**config.mk**
```make
export PLATFORM = sky130hd
export DESIGN_NAME = axi_lite_master_q
export DESIGN_NICKNAME = d
export VERILOG_FILES = /design/src/rtl/axi_lite_master_q.sv
export SDC_FILE = /design/constraint.sdc
export NUM_CORES = 1
export LEC_CHECK = 0
export BUFFER_PORTS_ARGS = -buffer_cell sky130_fd_sc_hd__buf_2
export CAP_MARGIN = 20
export CORE_ASPECT_RATIO = 2
export CORE_MARGIN = 3
export CORE_UTILIZATION = 50
export DETAILED_ROUTE_END_ITERATION = 8
export PLACE_DENSITY = 0.7
export SLEW_MARGIN = 20
export SYNTH_ARGS = -nofsm -noshare
export SYNTH_HDL_FRONTEND = slang
export SYNTH_SLANG_ARGS = --single-unit
```
**constraint.sdc**
```tcl
create_clock -name i_aclk -period 8.8 [get_ports i_aclk]
set_clock_uncertainty 0.2 [all_clocks]
set_input_delay 1.32 -clock i_aclk [delete_from_list [all_inputs] [get_ports i_aclk]]
set_output_delay 1.32 -clock i_aclk [all_outputs]
set_load 0.005 [all_outputs]
```
**src/rtl/axi_lite_master_q.sv**
```systemverilog
`default_nettype none
// ============================================================================
// Module   : axi_lite_master_q
// Brief    : Queued AXI4-Lite master; commands buffered in a FIFO, one
//            outstanding AXI transaction at a time, response per command.
// Revision : 1.0
// ============================================================================
module axi_lite_master_q #(
  parameter int ADDR_W = 32,
  parameter int DATA_W = 32,
  parameter int DEPTH  = 4
) (
  input  logic                  i_aclk,
  input  logic                  i_areset_n,
  input  logic                  i_cmd_valid,
  output logic                  o_cmd_ready,
  input  logic                  i_cmd_write,
  input  logic [ADDR_W-1:0]     i_cmd_addr,
  input  logic [DATA_W-1:0]     i_cmd_wdata,
  input  logic [DATA_W/8-1:0]   i_cmd_wstrb,
  output logic                  o_rsp_valid,
  input  logic                  i_rsp_ready,
  output logic                  o_rsp_write,
  output logic [DATA_W-1:0]     o_rsp_rdata,
  output logic [1:0]            o_rsp_resp,
  output logic [ADDR_W-1:0]     o_awaddr,
  output logic                  o_awvalid,
  input  logic                  i_awready,
  output logic [DATA_W-1:0]     o_wdata,
  output logic [DATA_W/8-1:0]   o_wstrb,
  output logic                  o_wvalid,
  input  logic                  i_wready,
  input  logic [1:0]            i_bresp,
  input  logic                  i_bvalid,
  output logic                  o_bready,
  output logic [ADDR_W-1:0]     o_araddr,
  output logic                  o_arvalid,
  input  logic                  i_arready,
  input  logic [DATA_W-1:0]     i_rdata,
  input  logic [1:0]            i_rresp,
  input  logic                  i_rvalid,
  output logic                  o_rready,
  output logic                  o_busy,
  output logic [7:0]            o_err_cnt
);

  localparam int                c_ptr_w = $clog2(DEPTH);
  localparam logic [c_ptr_w:0]  c_depth = (c_ptr_w+1)'(DEPTH);

  typedef enum logic [2:0] {
    S_IDLE = 3'd0,
    S_WR   = 3'd1,
    S_WR_B = 3'd2,
    S_RD_A = 3'd3,
    S_RD_R = 3'd4,
    S_RSP  = 3'd5
  } state_t;

  state_t                r_state;
  state_t                w_state_nxt;

  logic                  r_fifo_wr    [DEPTH];
  logic [ADDR_W-1:0]     r_fifo_addr  [DEPTH];
  logic [DATA_W-1:0]     r_fifo_wdata [DEPTH];
  logic [DATA_W/8-1:0]   r_fifo_wstrb [DEPTH];
  logic [c_ptr_w-1:0]    r_wr_ptr;
  logic [c_ptr_w-1:0]    r_rd_ptr;
  logic [c_ptr_w:0]      r_count;
  logic                  r_rst_done;

  logic [ADDR_W-1:0]     r_addr;
  logic [DATA_W-1:0]     r_wdata;
  logic [DATA_W/8-1:0]   r_wstrb;
  logic                  r_aw_done;
  logic                  r_w_done;
  logic                  r_rsp_write;
  logic [DATA_W-1:0]     r_rsp_rdata;
  logic [1:0]            r_rsp_resp;
  logic [7:0]            r_err_cnt;

  logic                  w_full;
  logic                  w_empty;
  logic                  w_push;
  logic                  w_pop;
  logic                  w_aw_fin;
  logic                  w_w_fin;

  assign w_full      = (r_count == c_depth);
  assign w_empty     = (r_count == '0);
  assign o_cmd_ready = r_rst_done && !w_full;
  assign w_push      = i_cmd_valid && o_cmd_ready;

  assign o_awvalid   = (r_state == S_WR) && !r_aw_done;
  assign o_wvalid    = (r_state == S_WR) && !r_w_done;
  assign o_bready    = (r_state == S_WR_B);
  assign o_arvalid   = (r_state == S_RD_A);
  assign o_rready    = (r_state == S_RD_R);
  assign o_rsp_valid = (r_state == S_RSP);
  assign w_aw_fin    = r_aw_done || (o_awvalid && i_awready);
  assign w_w_fin     = r_w_done  || (o_wvalid  && i_wready);

  assign o_awaddr    = r_addr;
  assign o_araddr    = r_addr;
  assign o_wdata     = r_wdata;
  assign o_wstrb     = r_wstrb;
  assign o_rsp_write = r_rsp_write;
  assign o_rsp_rdata = r_rsp_rdata;
  assign o_rsp_resp  = r_rsp_resp;
  assign o_err_cnt   = r_err_cnt;
  assign o_busy      = !w_empty || (r_state != S_IDLE);

  // Storage needs no reset; only pointers/count define occupancy.
  always_ff @(posedge i_aclk) begin
    if (w_push) begin
      r_fifo_wr[r_wr_ptr]    <= i_cmd_write;
      r_fifo_addr[r_wr_ptr]  <= i_cmd_addr;
      r_fifo_wdata[r_wr_ptr] <= i_cmd_wdata;
      r_fifo_wstrb[r_wr_ptr] <= i_cmd_wstrb;
    end
  end

  always_comb begin
    w_state_nxt = r_state;
    w_pop       = 1'b0;
    case (r_state)
      S_IDLE: begin
        if (!w_empty) begin
          w_pop       = 1'b1;
          w_state_nxt = r_fifo_wr[r_rd_ptr] ? S_WR : S_RD_A;
        end
      end
      S_WR:    if (w_aw_fin && w_w_fin) w_state_nxt = S_WR_B;
      S_WR_B:  if (i_bvalid)            w_state_nxt = S_RSP;
      S_RD_A:  if (i_arready)           w_state_nxt = S_RD_R;
      S_RD_R:  if (i_rvalid)            w_state_nxt = S_RSP;
      S_RSP:   if (i_rsp_ready)         w_state_nxt = S_IDLE;
      default:                          w_state_nxt = S_IDLE;
    endcase
  end

  always_ff @(posedge i_aclk or negedge i_areset_n) begin
    if (!i_areset_n) r_state <= S_IDLE;
    else             r_state <= w_state_nxt;
  end

  always_ff @(posedge i_aclk or negedge i_areset_n) begin
    if (!i_areset_n) begin
      r_wr_ptr    <= '0;
      r_rd_ptr    <= '0;
      r_count     <= '0;
      r_rst_done  <= 1'b0;
      r_addr      <= '0;
      r_wdata     <= '0;
      r_wstrb     <= '0;
      r_aw_done   <= 1'b0;
      r_w_done    <= 1'b0;
      r_rsp_write <= 1'b0;
      r_rsp_rdata <= '0;
      r_rsp_resp  <= 2'b00;
      r_err_cnt   <= 8'd0;
    end else begin
      r_rst_done <= 1'b1;
      if (w_push) r_wr_ptr <= r_wr_ptr + c_ptr_w'(1);
      if (w_pop)  r_rd_ptr <= r_rd_ptr + c_ptr_w'(1);
      case ({w_push, w_pop})
        2'b10:   r_count <= r_count + (c_ptr_w+1)'(1);
        2'b01:   r_count <= r_count - (c_ptr_w+1)'(1);
        default: r_count <= r_count;
      endcase

      if (w_pop) begin
        r_addr      <= r_fifo_addr[r_rd_ptr];
        r_wdata     <= r_fifo_wdata[r_rd_ptr];
        r_wstrb     <= r_fifo_wstrb[r_rd_ptr];
        r_rsp_write <= r_fifo_wr[r_rd_ptr];
        r_aw_done   <= 1'b0;
        r_w_done    <= 1'b0;
      end

      if (o_awvalid && i_awready) r_aw_done <= 1'b1;
      if (o_wvalid  && i_wready)  r_w_done  <= 1'b1;

      if (o_bready && i_bvalid) begin
        r_rsp_resp  <= i_bresp;
        r_rsp_rdata <= '0;
      end
      if (o_rready && i_rvalid) begin
        r_rsp_resp  <= i_rresp;
        r_rsp_rdata <= i_rdata;
      end

      // Error count saturates rather than wrapping.
      if (o_rsp_valid && i_rsp_ready && (r_rsp_resp != 2'b00) && (r_err_cnt != 8'hFF))
        r_err_cnt <= r_err_cnt + 8'd1;
    end
  end

endmodule
`default_nettype wire

```
=== After elaboration in Yosys (flattened, before gate mapping) ===
Memory sizes are Yosys's and may differ from the RTL's. A register that Yosys moved wholly into a read port is not among the register bits.
Index checks and enable logic that the tools add are counted.

* Bits in registers: 56
* Bits in latches: 0
* Bits in writable memories: 276
* Memory bits (read-only): 0
* Input bits: 114
* Output and inout bits: 151
* Logic and storage cells: 86
* Memories: 4

* Add/subtract/negate cells: 5
* $mul: 0
* Divide/modulo/power cells: 0
* Order comparisons: 0
* Eq/ne operators: 15
* Shift-type cells: 0
* Muxes and demuxes: 20
* Bitwise gates (word level): 0
* Reduce and logical (&&, ||, !) cells: 31

{| class="wikitable"
|+ Memories
! memory !! depth !! bits a word !! rd ports !! clocked after Yosys merged registers in !! write ports !! line !! source
|-
| r_fifo_addr || 4 || 32 || 1 || 1 || 1 || 63 || <nowiki>logic [ADDR_W-1:0] r_fifo_addr [DEPTH];</nowiki>
|-
| r_fifo_wdata || 4 || 32 || 1 || 1 || 1 || 64 || <nowiki>logic [DATA_W-1:0] r_fifo_wdata [DEPTH];</nowiki>
|-
| r_fifo_wstrb || 4 || 4 || 1 || 1 || 1 || 65 || <nowiki>logic [DATA_W/8-1:0] r_fifo_wstrb [DEPTH];</nowiki>
|-
| r_fifo_wr || 4 || 1 || 1 || 0 || 1 || 62 || <nowiki>logic r_fifo_wr [DEPTH];</nowiki>
|}

{| class="wikitable"
|+ Operator list
! kind !! number
|-
| $mux W32 || 2
|-
| $mux W3 || 6
|-
| $pmux W3 S6 || 1
|-
| $logic_and A1 B1 Y1 || 12
|-
| $reduce_bool A2 Y1 || 5
|-
| $eq A3 B3 Y1 const B || 3
|-
| $add A8 B1 Y8 const B || 1
|-
| $ne A8 B8 Y1 const B || 1
|-
| $logic_not A1 Y1 || 7
|-
| $mux W1 || 7
|-
| $eq A3 B2 Y1 const B || 2
|-
| $logic_not A3 Y1 || 2
|-
| $mux W2 || 3
|-
| $ne A2 B1 Y1 const B || 3
|-
| $ne A2 B2 Y1 const B || 3
|-
| $pmux W3 S2 || 1
|-
| $reduce_and A6 Y1 || 1
|-
| $add A2 B1 Y2 const B || 2
|-
| $add A3 B1 Y3 const B || 1
|-
| $eq A3 B1 Y1 const B || 1
|-
| $logic_or A1 B1 Y1 || 3
|-
| $reduce_bool A3 Y1 || 1
|-
| $sub A3 B1 Y3 const B || 1
|-
| $eq A2 B1 Y1 const B || 1
|-
| $eq A2 B2 Y1 const B || 1
|}

=== Longest topological paths before layout ===
Gate-level depths: netlist of the first run.

* Word-level depth: 7
* Depth in mapped cells: 11
* Mapped depth without buffers: 10

=== Worst setup path after synthesis of the first run ===
Ideal clock, no wire load.

* Kind: input -> register
* From: input port i_cmd_valid
* To: memory r_fifo_addr[0][0] (enable)
* Library setup time: 0.435 ns
* Arrival: 2.977 ns
* Data required time: 8.165 ns
* Setup slack: 5.188 ns
* Stages: 1
* Buffers on the path: 0
* Path through: and3_1

* Word-level cells in the longest chain between the ends: 3

{| class="wikitable"
|+ RTL lines
! what !! line !! source
|-
| start: declaration || 15 || <nowiki>input logic i_cmd_valid,</nowiki>
|-
| $logic_and A1 B1 Y1 || 91 || <nowiki>assign w_push = i_cmd_valid && o_cmd_ready;</nowiki>
|-
| $mux W1 || 114 || <nowiki>if (w_push) begin</nowiki>
|-
| $mux W1 (not written as such) || 116 || <nowiki>r_fifo_addr[r_wr_ptr] <= i_cmd_addr;</nowiki>
|-
| end: declaration || 63 ||
|}

Every way passes these cells.

=== Worst setup path in the final report of the first run ===
* From: register r_state[2]
* To: output port o_busy

* Word-level cells in the longest chain between the ends: 2

{| class="wikitable"
|+ RTL lines
! what !! line !! source
|-
| start: declaration || 59 || <nowiki>state_t r_state;</nowiki>
|-
| start signal: assignment || 143 || <nowiki>else r_state <= w_state_nxt;</nowiki>
|-
| $reduce_bool A3 Y1 || 110 || <nowiki>assign o_busy = !w_empty || (r_state != S_IDLE);</nowiki>
|-
| $logic_or A1 B1 Y1 || 110 ||
|-
| end: declaration || 43 || <nowiki>output logic o_busy,</nowiki>
|}

Every way passes these cells.

==> impl_results.md, run 1 <==
- Number of core rows: 90
- Die Y: 255 um
- Lkg Pwr: between 0.007 and 0.008 uW
- Syn-to-layout area delta: 16.2%
- Worst EP arrival: approximately 1800 ps
- Via count: between 7k and 8k
- Remaining DRCs: 0
- Final period util: 37.7%
- Vias/cell: 5.46
- Share of the synthesized area in the top cell type: 53.4%
- Clk_lat worst skew: 520 ps
- CTS H-tree lvls: 2
- Die X: 131 um
- Total die area: 0.0333 mm^2
- RSZ-0062 raised after global routing: no
- Syn avg cell area: between 20 and 25 um^2
- Worst-Margin Slew: 1080 ps
- Predominant post-synthesis flop cell: edfxtp_1
- Setup TNS: 0 ps
- DRT iter0 DRCs: 303
- Routability congestion estimate: 0.786
- GRT Total Usage: 18.0%
- FFs w/ async S/R, synth: 31.0%
- Crit path max fanout: 12
- Most area-hungry cell type in the Yosys netlist: edfxtp_1
- Post-synth EDFFs: 276
- Post-route ant nets: 0
- CTS tree: done
- Root Driver: clkbuf_16
- Max cap viols: 0
- Hpwl dp: 18,900 um
- Post-CTS Resized: 0
- Synth Instances: 743
- Final Max Tran Viols: 0
- Share of cells above drive strength 1: between 40% and 50%
- Largest net degree at the start of global routing: 73
- Synth cell types: 48
- Clock transition at path regs: 60 ps
- CP Capture Type: output port
- VDD IR max: 0.000230 V
- Final wirelength: roughly 30,000 um
- Element type at the critical path start: register
- Number of global-route vias before repair: 7,805
- Warnings from Yosys: 0
- Aggregate global routing overflow: 0
- Post-CTS setup buffer count: 0
- Endpoints failing setup: 0
- Post-Syn Nets: 864
- Fmax: 301 MHz
- Worst EP required: approximately 7300 ps
- TritonRoute pass-1 iters: 4
- Cells after DPL: 1,316
- Top-count cell post-synth: edfxtp_1
- Register area share after synthesis: 73.4%
- Critical path class: reg2out
- Initial Utilization: 51.0%
- Max-Slew Margin vs Limit: 28.3%
- WL/cell: 21.7 um
- Worst Hold Class: reg2reg
- Final cell count without fillers: 1,383
- # port buffers: 264
- Boundary Pins: between 200 and 300
- Final net count: 1,106
- First-pass GRT wire length: approximately 45,000 um
- Initial antenna violation count: 5
- Fin crit period: around 3300 ps
- Top post-synthesis cells by area: edfxtp_1 (53%), dfrtp_1 (20%), mux4_2 (10%)
- Cts bufs inserted: 35
- Pwr per Cell Area: 336 mW/mm^2
- Final hold vios: 0
- Status: finished clean
- Clock buffer depth: 3
- Commonest cells post-synth: edfxtp_1 (276), dfrtp_1 (124), mux4_2 (69)
- CTS sink cnt: 400
- Core area: 0.0304 mm^2
- Area of the mapped netlist: 0.0155 mm^2
- FF+latch count, synth: 400
- Hold Buf Count CTS: 0
[area by class of cell]
class / instances / area, um^2
Clock buffer: 49 / 991
Antenna cell: 4 / 10.0
Clock inverter: 14 / 123
Timing Repair Buffer: 271 / 1400
Tap cell: 368 / 460
Multi-Input combinational cell: 263 / 3560
Sequential cell: 400 / 11400
Fill cell: 2247 / 12400
Inverter: 14 / 78.8
[logic make-up (layout without fill, tap and decap cells)]
kind of cell / after synthesis / in the layout / synth area share, %
flip-flops: 400 / 400 / 73.4
multiplexers: 143 / 143 / 17.0
buffers and inverters: 80 / 348 / 3.80
AO/OA/AOI/OAI: 55 / 55 / 2.78
AND/OR/NAND/NOR: 47 / 47 / 1.73
XOR/XNOR: 10 / 10 / 0.613
adder cells (fa/ha/maj): 7 / 7 / 0.613
other: 1 / 5 / 0.0242
[layer usage]
metal | GRT usage [%] | vias up | share of wire (%)
li1 | - | 3381 | -
met1 | 21.1 | 3855 | 37
met2 | 32.6 | 245 | 55
met3 | 3.43 | 61 | 5.0
met4 | 6.27 | 4 | 3.0
met5 | 0 | - | 0.090
[placed cells by master (no fill, tap or decap), types with 4 or more instances in the layout]
| master | n |
|---|---|
| a21oi_1 | 5 |
| a22o_1 | 34 |
| and3_4 | 4 |
| buf_2 | 263 |
| buf_4 | 6 |
| clkbuf_1 | 10 |
| clkbuf_16 | 37 |
| clkinv_1 | 5 |
| clkinv_2 | 4 |
| dfrtp_1 | 122 |
| diode_2 | 4 |
| edfxtp_1 | 276 |
| ha_1 | 6 |
| inv_1 | 13 |
| mux2_4 | 68 |
| mux4_2 | 69 |
| nand2_1 | 9 |
| nand3_1 | 4 |
| nor2_1 | 6 |
| nor3_1 | 4 |
| o21ai_0 | 5 |
| xnor2_1 | 6 |
[registers in the layout (all words and copies together) (netlist names), 2 cells and up]
| name | count |
|---|---|
| r_state | 3 |
| r_fifo_wr | 4 |
| o_rsp_rdata | 32 |
| o_araddr | 32 |
| o_wdata | 32 |
| r_wr_ptr | 2 |
| r_count | 3 |
| o_rsp_resp | 2 |
| r_fifo_wstrb | 16 |
| o_err_cnt | 8 |
| r_fifo_addr | 128 |
| r_fifo_wdata | 128 |
| o_wstrb | 4 |
| r_rd_ptr | 2 |
[worst max-delay path, stage by stage, from the launching register on]
cell and delay (ps):
dfrtp_1 520, nor4_1 520, nand2_1 100, buf_2 150
[through the flow]
step                      cell area, um^2  hold WS, ps  utilization (%)  worst slack (ps)  power [uW]
final                               18000          292             59.3              5480        6060
after global routing                18000          309             59.3              5310        6390
after CTS                           18000          297             59.2              5440        6160
after detailed placement            16900          276             55.6              5590        4650
after global placement              16900          277             55.5              5610        4610
after floorplan                     15500          282                -              5190        4140
[final timing paths]
kind,startpoint,end,slack [ps],depth (start not counted)
setup / recovery,r_state[2],o_busy,5480,3
hold / removal,o_rsp_rdata[25],o_rsp_rdata[25],290,1
setup reg to reg,r_state[0],r_count[2],5860,8
hold reg to reg,o_rsp_rdata[25],o_rsp_rdata[25],290,1
max in group asynchronous,i_areset_n,r_rd_ptr[0],6370,2
min in group asynchronous,i_areset_n,o_araddr[19],570,1
[power by group]
group / total, uW / internal (uW) / switching (uW) / leakage, uW
clock: 1490 / 848 / 642 / 0.000538
sequential: 2790 / 2450 / 339 / 0.00402
combinational: 1780 / 1060 / 719 / 0.00252
(Power assumes the default switching activity.)
==> inputs of run 2 (changes only) <==
Settings changed: PLACE_DENSITY 0.7 to 0.73.
Clock period 8.8 ns to 2.83 ns, I/O delays scaled along.
==> impl_results.md, run 2 (same netlist as run 1, synthesis figures left out) <==
- Root Driver: clkbuf_16 (unchanged)
- Vias/cell: 5.37 (was 5.46)
- Status: finished clean (unchanged)
- Final Max Tran Viols: 0 (unchanged)
- Routability congestion estimate: 0.789 (was 0.786)
- Number of core rows: 90 (unchanged)
- Worst-Margin Slew: 628 ps (was 1080 ps)
- Worst r2r dst: r_count[2] (unchanged)
- Cells after DPL: 1,338 (was 1,316)
- Slowest-stage cell, CP: or4_4 (was dfrtp_1)
- Cts bufs inserted: 36 (was 35)
- Fmax: 412 MHz
- R2R setup slack: 400 ps (was 5860 ps)
- Final hold vios: 0 (unchanged)
- Initial Utilization: 51.0% (unchanged)
- Hold Crit Start: i_bresp[1] (was o_rsp_rdata[25])
- CP startpoint: r_state[2] (unchanged)
- Final wirelength: 32,100 um (was 30,000 um)
- Total die area: 0.0333 mm^2 (unchanged)
- Aggregate global routing overflow: 0 (unchanged)
- WL/cell: 21.3 um (was 21.7 um)
- Setup crit end: r_count[2] (was o_busy)
- Element type at the critical path start: register (unchanged)
- CP Capture Type: register (was output port)
- Beginning of the worst register-to-register path: r_state[2] (was r_state[0])
- DP Area: 0.0172 mm^2 (was 0.0169 mm^2)
- Post-route design area: 0.0194 mm^2 (was 0.0180 mm^2)
- Post-CTS setup buffer count: 0 (unchanged)
- Clk_lat worst skew: 520 ps (about the same)
- Hpwl dp: 19,700 um (was 18,900 um)
- Critical Path, Cell by Cell: or4_4 > clkinv_16 > ha_1 > inv_1 > fa_1 > xor2_1 > nor2_1 > xor2_1 (was nor4_1 > nand2_1 > buf_2)
- Initial antenna violation count: 0 (was 5)
- Commonest cells after routing, fill and taps aside: edfxtp_1 (276), buf_2 (263), dfrtp_1 (122), dlygate4sd3_1 (106), mux4_2 (69) (was edfxtp_1 (276), buf_2 (263), dfrtp_1 (122), mux4_2 (69), mux2_4 (68))
- Regs by FF count: r_fifo_addr (128), r_fifo_wdata (128) (unchanged)
- Clock buffer depth: 3 (unchanged)
- Final net count: 1,235 (was 1,106)
- Lkg Pwr: 0.00771 uW (was 0.00709 uW)
- TritonRoute pass-1 iters: 4 (unchanged)
- Final period util: 85.9%
- Critical path class: reg2reg (was reg2out)
- Ant diodes: 0 (was 4)
- Fin crit period: between 2000 and 2500 ps
- R2R cell count: 8 (unchanged)
- Clock transition at path regs: 70 ps (was 60 ps)
- RSZ-0062 raised after global routing: no (unchanged)
- PnR worst setup slack: 400 ps (was 5480 ps)
- Number of global-route vias before repair: 8,803 (was 7,805)
- Via count: 8,099 (was 7,546)
- Commonest non-fill, non-tap cell in the layout: edfxtp_1 (unchanged)
- Final Util: 63.9% (was 59.3%)
- Max-Slew Margin vs Limit: 58.1% (was 28.3%)
- Worst Hold Class: in2reg (was reg2reg)
- Syn-to-layout area delta: 25.3% (was 16.2%)
- Final cell count without fillers: 1,508 (was 1,383)
- Crit path largest cell delay: 660 ps (was 520 ps)
- Die Y: 255 um (unchanged)
- GRT Total Usage: 19.3% (was 18.0%)
- Boundary Pins: 265 (unchanged)
- Die X: 131 um (unchanged)
- Most common cell type on the critical path: xor2_1
- Setup TNS: 0 ps (unchanged)
- # port buffers: 264 (unchanged)
- Worst EP arrival: 2660 ps (was 1800 ps)
- DRT iter0 DRCs: 315 (was 303)
- Post-route ant nets: 0 (unchanged)
- Post-CTS Resized: 0 (unchanged)
- Share of cells above drive strength 1: 43.9% (was 46.8%)
- Largest net degree at the start of global routing: 71 (was 73)
- Max cap viols: 0 (unchanged)
- Core area: 0.0304 mm^2 (unchanged)
- Worst hold path depth: 3 (was 1)
- Remaining DRCs: 0 (unchanged)
- Endpoints failing setup: 0 (unchanged)
- Worst EP required: 3070 ps (was 7280 ps)
- Pwr per Cell Area: 1010 mW/mm^2 (was 336 mW/mm^2)
- CTS sink cnt: 400 (unchanged)
- Place WS: 433 ps (was 5590 ps)
- Crit path max fanout: 5 (was 12)
- First-pass GRT wire length: 48,400 um (was 45,000 um)
- CTS tree: done (unchanged)
- CTS H-tree lvls: 2 (unchanged)
- VDD IR max: 0.000838 V (was 0.000230 V)
[run 2: changes by cell type in the layout (fill, tap and decap cells not counted)]
cell           change
buf_4             +13
clkbuf_1           -5
clkbuf_8           -2
nand2b_2           -1
bufinv_16          +3
diode_2            -4
clkinv_2           +2
clkinvlp_4         +3
clkinv_1           -1
inv_12             +1
buf_16             -1
dlygate4sd3_1    +106
buf_12            +10
nand2b_1           +1
[run 2: worst min path at each step]
stage	slack, ps	to
after floorplan	-70	o_araddr[0]
after global placement	210	o_araddr[19]
after detailed placement	210	o_araddr[19]
after CTS	10	o_rsp_resp[1]
after global routing	40	o_rsp_resp[0]
final	40	o_rsp_resp[1]
[run 2: worst max-delay path: cells and delay by family, from the launching register on]
family,cells,cell delay (ps)
DFF,1,380
xor gates and xnor gates,2,300
adders and majority gates,2,550
buffers and inverters,2,140
and+or+nand+nor,2,770
[run 2: layer usage]
metal	GRT usage (%)	vias up	routed length, um
met3	2.78	52	1540
li1	-	3647	-
met1	22.3	4124	11900
met5	0	-	0
met2	36.1	276	17800
met4	6.50	0	922
[run 2: stage by stage]
step | power [uW] | hold slack (ps)
6_report | 19600 | 36.9
3_3_place_gp | 14600 | 211
3_5_place_dp | 14700 | 215
4_1_cts | 19800 | 10.3
5_1_grt | 20600 | 35.4
2_1_floorplan | 12900 | -71.1
[run 2: power by group]
part           internal (uW)  switching (uW)
Sequential              7620             818
Combinational           3580            2640
Clock                   2870            2080
Total                  14100            5530
[run 2: layout make-up]
cell class              count  area [um^2]
flip-flops and latches    400        11400
fillers                  2026        11000
multi-input cells         263         3560
repair buffers            399         2730
clock buffers              42          945
well taps                 368          460
clock inverters            22          258
inverters                  14         78.8
[run 2: timing repair]
action                                  in CTS  in global routing
endpoints found under the setup margin       0                  0
endpoints found under the hold margin      356                  0
hold buffers                               106                  0
==> inputs of run 3 (changes only) <==
Settings changed: CORE_UTILIZATION 50 to 45, PLACE_DENSITY 0.73 to 0.67, RECOVER_POWER from default to 100.
Clock period 2.83 ns to 2 ns, I/O delays scaled along.
==> impl_results.md, run 3 (same netlist as run 1, synthesis figures left out) <==
- Core area: 0.0338 mm^2 (was 0.0304 mm^2)
- RSZ-0062 raised after global routing: yes (was no)
- R2R cell count: 8 (unchanged)
- Routability congestion estimate: 0.729 (was 0.789)
- Worst Hold Class: in2reg (unchanged)
- Root Driver: clkbuf_16 (unchanged)
- Endpoints failing setup: 124 (was 0)
- Post-route ant nets: 0 (unchanged)
- Worst EP arrival: 2520 ps (was 2660 ps)
- Cts bufs inserted: 38 (was 36)
- VDD IR max: 0.000914 V (was 0.000838 V)
- Die X: 137 um (was 131 um)
- CP delay by family, top: simple AND/OR/NAND/NOR gates (unchanged)
- Element type at the critical path start: register (unchanged)
- First-pass GRT wire length: 49,200 um (was 48,400 um)
- Final net count: 1,305 (was 1,235)
- CTS H-tree lvls: 2 (unchanged)
- Aggregate global routing overflow: 0 (unchanged)
- Status: complete, but fails checks (was finished clean)
- TritonRoute pass-1 iters: 4 (unchanged)
- Die Y: 269 um (was 255 um)
- Clock buffer depth: 3 (unchanged)
- Pwr per Cell Area: 1440 mW/mm^2 (was 1010 mW/mm^2)
- Vias/cell: 5.11 (was 5.37)
- Worst EP required: 2240 ps (was 3070 ps)
- Share of cells above drive strength 1: 34.1% (was 43.9%)
- Via count: 8,453 (was 8,099)
- Most common cell type on the critical path: xor2_1 (unchanged)
- Worst-Margin Slew: 855 ps (was 628 ps)
- Sw Ratio: 28.7% (was 28.2%)
- Max-Slew Margin vs Limit: 43.0% (was 58.1%)
- Largest net degree at the start of global routing: 59 (was 71)
- Crit path largest cell delay: 610 ps (was 660 ps)
- GRT Total Usage: 17.7% (was 19.3%)
- WP buf/inv: 2 (unchanged)
- CTS tree: done (unchanged)
- WP depth: 8 (unchanged)
- WHS Endpoint: r_state[0] (was o_rsp_resp[1])
- Clk_lat worst skew: 540 ps (was 520 ps)
- Number of global-route vias before repair: 8,861 (was 8,803)
- DP Area: 0.0175 mm^2 (was 0.0172 mm^2)
- Syn-to-layout area delta: 33.6% (was 25.3%)
- NetSw: 8560 uW (was 5530 uW)
- Initial Utilization: 46.0% (was 51.0%)
- Worst r2r dst: r_count[2] (unchanged)
- Boundary Pins: 265 (unchanged)
- Lkg Pwr: 0.00782 uW (was 0.00771 uW)
- Worst hold path depth: 4 (was 3)
- Critical path class: reg2reg (unchanged)
- Failing checks: negative setup slack
- # port buffers: 264 (unchanged)
- Hold Crit Start: i_rsp_ready (was i_bresp[1])
- Fin crit period: 2280 ps (was 2430 ps)
- Hpwl dp: 20,600 um (was 19,700 um)
- Final Max Tran Viols: 0 (unchanged)
- Seq pwr share: 40.0% (was 43.0%)
- Clock transition at path regs: 70 ps (about the same)
- Total die area: 0.0369 mm^2 (was 0.0333 mm^2)
- Final hold vios: 0 (unchanged)
- DRT iter0 DRCs: 390 (was 315)
- Combinational power share: 36.1% (was 31.7%)
- Critical Path, Cell by Cell: or4_4 > clkinv_16 > ha_4 > inv_2 > fa_2 > xor2_1 > nor2_1 > xor2_1 (was or4_4 > clkinv_16 > ha_1 > inv_1 > fa_1 > xor2_1 > nor2_1 > xor2_1)
- Post-route design area: 0.0207 mm^2 (was 0.0194 mm^2)
- Fmax: 438 MHz (was 412 MHz)
- Place WS: -252 ps (was 433 ps)
- PnR worst setup slack: -282 ps (was 400 ps)
- Slowest-stage cell, CP: or4_4 (unchanged)
- Clock share of power: 23.9% (was 25.3%)
- Crit path max fanout: 2 (was 5)
- Regs by FF count: r_fifo_addr (128), r_fifo_wdata (128) (unchanged)
- WL/cell: 21.7 um (was 21.3 um)
- Beginning of the worst register-to-register path: r_state[0] (was r_state[2])
- Internal power: 21,200 uW (was 14,100 uW)
- Final period util: 114% (was 85.9%)
- R2R setup slack: -280 ps (was 400 ps)
- Commonest non-fill, non-tap cell in the layout: edfxtp_1 (unchanged)
- CP Capture Type: register (unchanged)
- Initial antenna violation count: 3 (was 0)
- Remaining DRCs: 0 (unchanged)
- Number of core rows: 95 (was 90)
- Max cap viols: 0 (unchanged)
- Commonest cells after routing, fill and taps aside: edfxtp_1 (276), clkbuf_1 (178), dfrtp_1 (122), dlygate4sd3_1 (111), buf_2 (94) (was edfxtp_1 (276), buf_2 (263), dfrtp_1 (122), dlygate4sd3_1 (106), mux4_2 (69))
- CTS sink cnt: 400 (unchanged)
- Final wirelength: 35,800 um (was 32,100 um)
==> run 3: layout make-up <==
class,instances,area (um^2)
multi-input combinational,263,3650
tap,436,546
antenna,3,7.51
inverter,14,78.8
clock buffer,53,1060
clock inverter,17,188
sequential,400,11400
timing repair buffer,467,3790
fill,2496,13000
==> run 3: how the worst max path moves through the flow <==
stage	from	slack, ps	end
finish	r_state[0]	-280	r_count[2]
global route	r_state[1]	-370	r_count[2]
CTS	r_state[1]	-240	r_count[2]
detailed placement	r_state[2]	-250	r_count[2]
global placement	r_state[2]	-210	r_count[2]
floorplan	r_state[0]	-500	r_count[2]
==> run 3: timing repair <==
| action | in CTS | in global routing |
|---|---|---|
| gates cloned | 0 | 25 |
| pin swaps | 5 | 5 |
| gates resized for setup | 10 | 38 |
| setup buffers | 5 | 20 |
| setup endpoints to repair | 77 | 183 |
| hold buffers | 112 | 0 |
| endpoints found under the hold margin | 438 | 0 |
==> run 3: per-stage QoR <==
stage,instances,hold slack (ps),power [uW],utilization [%],TNS [ps]
6_report,1653,9.12,29800,61.4,-16240
3_3_place_gp,1419,13.0,21100,51.8,-9970
5_1_grt,1653,66.1,31300,61.4,-29400
3_5_place_dp,1419,12.9,21300,51.8,-11130
4_1_cts,1606,15.7,28800,59.1,-11030
2_1_floorplan,743,-196,18200,-,-884
==> run 3: per-layer routing <==
layer | track usage (%) | vias up | routed length (um)
met4 | 6.88 | 0 | 862
met3 | 3.06 | 52 | 1750
li1 | - | 3798 | -
met5 | 0 | - | 0
met1 | 20.2 | 4312 | 13700
met2 | 32.5 | 291 | 19600
==> run 3: tightest hold or removal path, stage by stage <==
cell and delay (ps):
buf_2 110, o22ai_1 90, nand2_1 80, o221ai_1 100
==> run 3: power by group through the flow <==
stage / Sequential, uW / Combinational [uW] / Clock [uW]
3_3_place_gp: 11900 / 9150 / 0
6_report: 11900 / 10700 / 7130
2_1_floorplan: 11800 / 6450 / 0
4_1_cts: 11900 / 9670 / 7320
3_5_place_dp: 12000 / 9310 / 0
5_1_grt: 12100 / 11500 / 7660
